[src/rtl/uart_byte_tx.sv]
// uart_byte_tx: byte-wide UART transmitter, 8N1 on rs232_tx from a 50 MHz mclk.
// Baud is set by a fixed divisor table: one tick every D+1 cycles, 16 ticks per bit.
// Optional even parity between D7 and STOP when UART_TX_PARITY_EN is defined (8E1).
// rst is asynchronous and active-high; it aborts any frame in progress.
module uart_byte_tx (
    input  logic       mclk,
    input  logic       rst,
    input  logic [3:0] baud_set,
    input  logic [7:0] data_byte,
    input  logic       send_en,
    output logic       rs232_tx,
    output logic       uart_state,
    output logic       tx_done
);

`ifdef UART_TX_PARITY_EN
    typedef enum logic [2:0] {
        S_IDLE   = 3'd0,
        S_START  = 3'd1,
        S_DATA   = 3'd2,
        S_PARITY = 3'd3,
        S_STOP   = 3'd4
    } state_t;
`else
    typedef enum logic [2:0] {
        S_IDLE  = 3'd0,
        S_START = 3'd1,
        S_DATA  = 3'd2,
        S_STOP  = 3'd3
    } state_t;
`endif

    // Divisor table shared with the receiver; unused codes fall back to the slowest rate.
    function automatic logic [8:0] baud_div(input logic [3:0] sel);
        case (sel)
            4'd0:    baud_div = 9'd324;
            4'd1:    baud_div = 9'd162;
            4'd2:    baud_div = 9'd80;
            4'd3:    baud_div = 9'd53;
            4'd4:    baud_div = 9'd26;
            default: baud_div = 9'd324;
        endcase
    endfunction

    state_t     state_q, state_d;
    logic [2:0] bit_idx_q, bit_idx_d;
    logic [8:0] div_cnt_q;
    logic [3:0] tick_cnt_q;
    logic [8:0] div_q;
    logic [7:0] data_q;
`ifdef UART_TX_PARITY_EN
    logic       parity_q;
`endif
    logic       tx_q, tx_d;
    logic       busy_q, busy_d;
    logic       done_q, done_d;

    logic       accept;
    logic       tick;
    logic       bit_end;

    // A request is only honoured while idle; mid-frame requests are dropped.
    assign accept  = send_en && (state_q == S_IDLE);
    assign tick    = busy_q && (div_cnt_q == div_q);
    assign bit_end = tick && (tick_cnt_q == 4'd15);

    // Frame snapshot and baud counters; cleared on acceptance so each frame starts phase-aligned.
    always_ff @(posedge mclk or posedge rst) begin
        if (rst) begin
            div_cnt_q  <= 9'd0;
            tick_cnt_q <= 4'd0;
            div_q      <= 9'd0;
            data_q     <= 8'd0;
`ifdef UART_TX_PARITY_EN
            parity_q   <= 1'b0;
`endif
        end else if (accept) begin
            div_cnt_q  <= 9'd0;
            tick_cnt_q <= 4'd0;
            div_q      <= baud_div(baud_set);
            data_q     <= data_byte;
`ifdef UART_TX_PARITY_EN
            parity_q   <= ^data_byte;
`endif
        end else if (busy_q) begin
            div_cnt_q <= tick ? 9'd0 : div_cnt_q + 9'd1;
            if (tick) begin
                tick_cnt_q <= tick_cnt_q + 4'd1;
            end
        end
    end

    // State register together with the registered line outputs.
    always_ff @(posedge mclk or posedge rst) begin
        if (rst) begin
            state_q   <= S_IDLE;
            bit_idx_q <= 3'd0;
            tx_q      <= 1'b1;
            busy_q    <= 1'b0;
            done_q    <= 1'b0;
        end else begin
            state_q   <= state_d;
            bit_idx_q <= bit_idx_d;
            tx_q      <= tx_d;
            busy_q    <= busy_d;
            done_q    <= done_d;
        end
    end

    // Next-state logic: every non-idle state lasts exactly 16 ticks.
    always_comb begin
        state_d   = state_q;
        bit_idx_d = bit_idx_q;
        case (state_q)
            S_IDLE: begin
                bit_idx_d = 3'd0;
                if (send_en) begin
                    state_d = S_START;
                end
            end
            S_START: begin
                if (bit_end) begin
                    state_d = S_DATA;
                end
            end
            S_DATA: begin
                if (bit_end) begin
                    bit_idx_d = bit_idx_q + 3'd1;
                    if (bit_idx_q == 3'd7) begin
`ifdef UART_TX_PARITY_EN
                        state_d = S_PARITY;
`else
                        state_d = S_STOP;
`endif
                    end
                end
            end
`ifdef UART_TX_PARITY_EN
            S_PARITY: begin
                if (bit_end) begin
                    state_d = S_STOP;
                end
            end
`endif
            S_STOP: begin
                if (bit_end) begin
                    state_d = S_IDLE;
                end
            end
            default: begin
                state_d = S_IDLE;
            end
        endcase
    end

    // Output decode from the upcoming state so the line changes on the same edge as the state.
    always_comb begin
        tx_d   = 1'b1;
        busy_d = (state_d != S_IDLE);
        done_d = (state_q == S_STOP) && bit_end;
        case (state_d)
            S_START:  tx_d = 1'b0;
            S_DATA:   tx_d = data_q[bit_idx_d];
`ifdef UART_TX_PARITY_EN
            S_PARITY: tx_d = parity_q;
`endif
            default:  tx_d = 1'b1;
        endcase
    end

    assign rs232_tx   = tx_q;
    assign uart_state = busy_q;
    assign tx_done    = done_q;

endmodule

[config.mk]
export PLATFORM = sky130hd
export DESIGN_NAME = uart_byte_tx
export DESIGN_NICKNAME = d
export VERILOG_FILES = /design/src/rtl/uart_byte_tx.sv
export SDC_FILE = /design/constraint.sdc
export NUM_CORES = 1
export LEC_CHECK = 0
export BUFFER_PORTS_ARGS = -buffer_cell sky130_fd_sc_hd__buf_2
export CORE_MARGIN = 1.5
export CORE_UTILIZATION = 39
export DETAILED_ROUTE_END_ITERATION = 10
export GPL_TIMING_DRIVEN = 0
export HOLD_SLACK_MARGIN = 0.06
export SYNTH_ARGS = -nofsm -noshare
export SYNTH_HDL_FRONTEND = slang
export SYNTH_SLANG_ARGS = --single-unit
[constraint.sdc]
create_clock -name mclk -period 4.2 [get_ports mclk]
set_input_delay 0.42 -clock mclk [delete_from_list [all_inputs] [get_ports mclk]]
set_output_delay 0.42 -clock mclk [all_outputs]
set_load 0.01 [all_outputs]
; Word-level counts from Yosys, hierarchy flattened
; Cells that the tools add are included.
[op_classes]
addsub = 3
n_mul = 0
div = 0
n_lt_le_gt_ge = 1
n_eq_ne = 12
n_shift = 0
mux = 18
bitwise_logic = 0
reduce_logical = 9
[ops]
columns = op, n
row1 = 9-bit case mux with 4 select lines, 1
row2 = 9-bit 2-to-1 mux, 3
row3 = 3-bit 2-to-1 mux, 6
row4 = 4-bit 2-to-1 mux, 3
row5 = 3-bit case mux with 4 select lines, 1
row6 = "9-bit by 1-bit adder with 9-bit output, second input constant", 1
row7 = "3-bit by 2-bit equality test with 1-bit output, second input constant", 3
row8 = 9-bit equality test, 1
row9 = "4-bit by 2-bit equality test with 1-bit output, second input constant", 2
row10 = "3-bit by 1-bit equality test with 1-bit output, second input constant", 2
row11 = 3-bit case mux with 2 select lines, 1
row12 = "4-bit by 1-bit adder with 4-bit output, second input constant", 1
row13 = "4-bit by 1-bit equality test with 1-bit output, second input constant", 1
row14 = "4-bit by 3-bit equality test with 1-bit output, second input constant", 1
row15 = "4-bit equality test, second input constant", 1
row16 = 1-bit logical AND, 4
row17 = "3-bit by 4-bit less-than comparator with 1-bit output, second input constant", 1
row18 = 2-bit nonzero test, 2
row19 = "3-bit by 1-bit adder with 3-bit output, second input constant", 1
row20 = 1-bit binary-select mux with 3-bit select, 1
row21 = "3-bit equality test, second input constant", 1
row22 = 3-bit zero test, 1
row23 = 3-bit nonzero test, 1
row24 = 1-bit case mux with 2 select lines, 1
row25 = 2 further kinds, 2
[totals]
regBits = 39
latchBits = 0
ramBits = 0
romBits = 0
out_inout_bits = 3
wordCells = 52
n_memories = 0

; Depth between registers and ports, before layout
[logic_depth]
ltp_word = 8
depth_mapped = 9
ltp_nobuf = 9

; Least setup slack after synthesis
; Ideal clock, no wire load.
[synth_timing]
path_type = reg2reg
start = register div_cnt_q[3]
end = register tx_q, in the netlist rs232_tx
arrival_ns = 2.180
setup_slack_ns = 1.922
path_stages_with_launch = 9
n_path_buf = 1
cell_sequence = dfrtp_1 xnor2_1 nand4_2 or4_1 buf_2 o2111ai_1 o211ai_1 a2111oi_1 a211oi_1
[synth_between]
elab_chain_cells = 8
word_cells_on_any_way = 14
[synth_lines]
columns = element, line_no
row1 = start: declaration, 47  ; logic [8:0] div_cnt_q;
row2 = start signal: assignment, 86  ; div_cnt_q <= tick ? 9'd0 : div_cnt_q + 9'd1;
row3 = 9-bit equality test (*), 64  ; assign tick = busy_q && (div_cnt_q == div_q);
row4 = 1-bit logical AND (*), 64
row5 = 1-bit logical AND (*), 65  ; assign bit_end = tick && (tick_cnt_q == 4'd15);
row6 = 3-bit 2-to-1 mux, 127  ; if (bit_end) begin
row7 = 3-bit case mux with 2 select lines, 114  ; case (state_q)
row8 = 1-bit binary-select mux with 3-bit select, 163  ; S_DATA: tx_d = data_q[bit_idx_d];
row9 = 1-bit 2-to-1 mux (implied by the code), 163
row10 = 1-bit case mux with 2 select lines (*), 161  ; case (state_d)
row11 = named net tx_d, 54  ; logic tx_q, tx_d;
row12 = end signal: assignment, 104  ; tx_q <= tx_d;
row13 = end: declaration, 54
; The timed path passes the listed nets; every way through them passes the cells marked *. The select of a mux whose other input is x is not followed.
; A chain may end at the register's enable or synchronous reset.

; Final worst setup path
[layout_timing]
start = register div_cnt_q[3]
end = register tx_q, in the netlist rs232_tx
[layout_between]
word_cells_on_any_way = 14
[layout_lines]
columns = element, line_no
row1 = 9-bit equality test (*), 64
row2 = 1-bit logical AND (*), 64
row3 = 1-bit logical AND (*), 65
row4 = 3-bit 2-to-1 mux (on tied branches), "146, 122, 127"
row5 = 3-bit case mux with 4 select lines (*), 114
row6 = named net state_d[0], 45  ; state_t state_q, state_d;
row7 = 3-bit by 2-bit equality test with 1-bit output or 3-bit by 1-bit equality test with 1-bit output (tied branches), 161
row8 = 1-bit case mux with 2 select lines (*), 161
row9 = named net tx_d, 54
; Marks and branches as above.

==> impl_metrics.yaml <==
worst_setup_path:
  cp_max_fo: 6
  critPathLaunchType: "flip-flop"
  cp_top_family: "compound AO/OA/AOI/OAI gates"
  critPathMaxStageDelay_ns: 0.58
  critPathBufInv: 0
  cpMaxStageDelayCell: "a211oi_1"
  r2r_slack_ns: 1.58
  crit_required_ns: 4.41
  worstSetupPathType: "flip-flop to flip-flop"
  crit_top_cell: "a211oi_1"
  worstPathCellList: "xnor2_1 -> nand4_2 -> nor4_2 -> a311oi_1 -> a211oi_1 -> a2111oi_0 -> a211oi_1"
  critPathArrivalTime_ns: 2.83
  end_kind: "flip-flop"
drt:
  drt-wirelength-per-cell_um: 13.1
  drt_iter0_drc: 58
  dr.pass1.iters: 4
  wl_um: 4060
  vias_per_cell: 5.07
  drc_errors: 0
  num_vias: 1572
  ant_nets: 0
worst_hold_path:
  hold_class: "primary input to async pin"
place:
  hpwl_um: 3010
  placed_area_um2: 2250
  place.gp.congestion: 0.746
  port_buffers: 17
  preCtsSetupSlack_ns: 1.61
sta:
  rsz0062_at_grt: "no"
  fmaxAchievable_ghz: 0.381
  hold_violations: 0
  maxSlewHeadroom: 0.386
  post-route-period-util: 0.625
  worstMarginPinSlew_ns: 0.915
  layout_setup_ws_ns: 1.58
  setup_viol: 0
  period_needed_ns: 2.62
  maxSlewViolCount: 0
  tns_ns: 0
  finClkSkew_ns: 0.00804
floorplanning:
  rows: 26
  initial_utilization: 0.405
  num_io_pins: 18
  die_area_um2: 5790
  core-area_um2: 5140
  die_x_um: 76.1
  die_h_um: 76.1
clock_tree:
  cts_buffers: 5
  cts_sinks: 39
  hold_buffers: 0
  htreeDepth: 2
  post_cts_buffers: 0
  cts_buffer_depth: 2
  cts_resized: 0
  clockRootBuffer: "clkbuf_8"
  cts.clk_slew.worst_paths_ns: 0.08
  insertion_delay_ns: 0.29
  tritoncts: "yes"
yosys:
  netlist.area_leader.share: 0.457
  synth_compound_area_frac: 0.156
  synth_seq_cells: 39
  synthCells: 215
  synth_top_family_by_area: "simple AND/OR/NAND/NOR gates"
  avgSynthCellArea_um2: 9.68
  synth_top_cells_by_count: "dfrtp_1, nand2_1, nor2_1"
  synth_ff_type: "dfrtp_1"
  synthAdderAreaFrac: 0.0240
  synth-simple-area-share: 0.197
  synth_top_area_cell: "dfrtp_1"
  ys_types: 52
  synth_area_um2: 2080
  async_reset_ff_frac: 1.00
  synthMuxAreaShare: 0.00962
  post-synth-top-count-cell: "dfrtp_1"
  synth-edff-count: 0
  ys_warn_count: 0
  ys_top_cells_by_area: "dfrtp_1, nand2_1, xnor2_1"
  synth_xor_area_frac: 0.0907
  yosysSeqAreaShare: 0.469
  syn_nets: 234
layout:
  fin_nets: 258
  n_antenna_cell: 0
  design_area_um2: 2350
  synthToLayoutAreaGrowth_pct: 12.7
  utilization: 0.456
  drive_gt1_frac: 0.171
power:
  power.leakage_nw: 1.05
  ir_drop_v: 0.000186
  power_per_cell_area_nw_per_um2: 379
global_route:
  antenna_found_initial: 0
  grtUsageTotal: 0.155
  overflow: 0
  grt_first_pass_wirelength_um: 7050
  grt_max_degree: 40
  grt_pass1_vias: 1489
run_status:
  outcome: "complete, no violations"
flow_run:
  drv_cap: 0
[state kept, by name (all words and copies together), names as in the netlist]
register    count
bit_idx_q       3
data_q          8
div_q           9
uart_state      1
tick_cnt_q      4
tx_done         1
state_q         3
rs232_tx        1
div_cnt_q       9
[where the power goes]
part / switching [W] / internal [W]
clock: 0.000129 / 0.000132
sequential: 0.0000357 / 0.000417
combinational: 0.0000999 / 0.0000743
total: 0.000264 / 0.000624
[cell usage in the layout, fill, tap and decap left out, types with 3 or more instances in the layout]
cell type	synthesis	final
a21oi_1	8	8
and3_1	3	3
buf_2	2	19
clkbuf_1	5	6
clkbuf_8	2	8
dfrtp_1	38	38
ha_1	4	4
inv_1	14	13
nand2_1	33	33
nand3_1	3	3
nand4_1	4	4
nor2_1	15	15
o2111ai_1	4	4
o211ai_1	4	4
o21ai_0	13	13
or2_2	3	3
or3_1	3	3
xnor2_1	11	11
xnor2_2	3	3
xor2_1	5	5
[kinds of logic (layout without fill, tap and decap cells)]
logic type      count (synthesis)  after routing
fa+ha+maj                       4              4
flops                          39             39
simple gates                   80             80
other cells                     1              1
compound gates                 47             47
mux                             2              2
buf+inv                        23             48
xor+xnor                       19             19
[metal layers]
layer  part of all wire  wire length (um)  GRT usage
met3              0.033               134     0.0323
met5                  0                 0          0
met2               0.46              1880      0.241
met1               0.49              1970      0.208
met4              0.017                71     0.0667
[metrics by stage]
| step | total power [W] | cells | hold WS [ns] |
|---|---|---|---|
| final | 0.000889 | 310 | 0.276 |
| after global routing | 0.000947 | 310 | 0.316 |
| after CTS | 0.000899 | 310 | 0.305 |
| after detailed placement | 0.000637 | 302 | 0.467 |
| after global placement | 0.000632 | 302 | 0.471 |
| after floorplan | 0.000588 | 215 | 0.446 |
[final timing paths]
path	from	to	cells past startpoint
setup / recovery	div_cnt_q[3]	rs232_tx	7
hold / removal	rst	div_q[2]	2
setup reg to reg	div_cnt_q[3]	rs232_tx	7
hold reg to reg	data_q[2]	data_q[2]	2
max in group asynchronous	rst	uart_state	2
min in group mclk	data_byte[0]	data_q[0]	3
[layout make-up]
type,count,area (um^2)
multi-input cells,153,996
clock buffers,7,86.3
repair buffers,17,85.1
fillers,537,2790
inverters,14,52.6
well taps,70,87.6
clock inverters,1,5.00
flip-flops and latches,39,977
plain buffers,9,56.3
No activity file was read; power rests on OpenSTA's default activity.
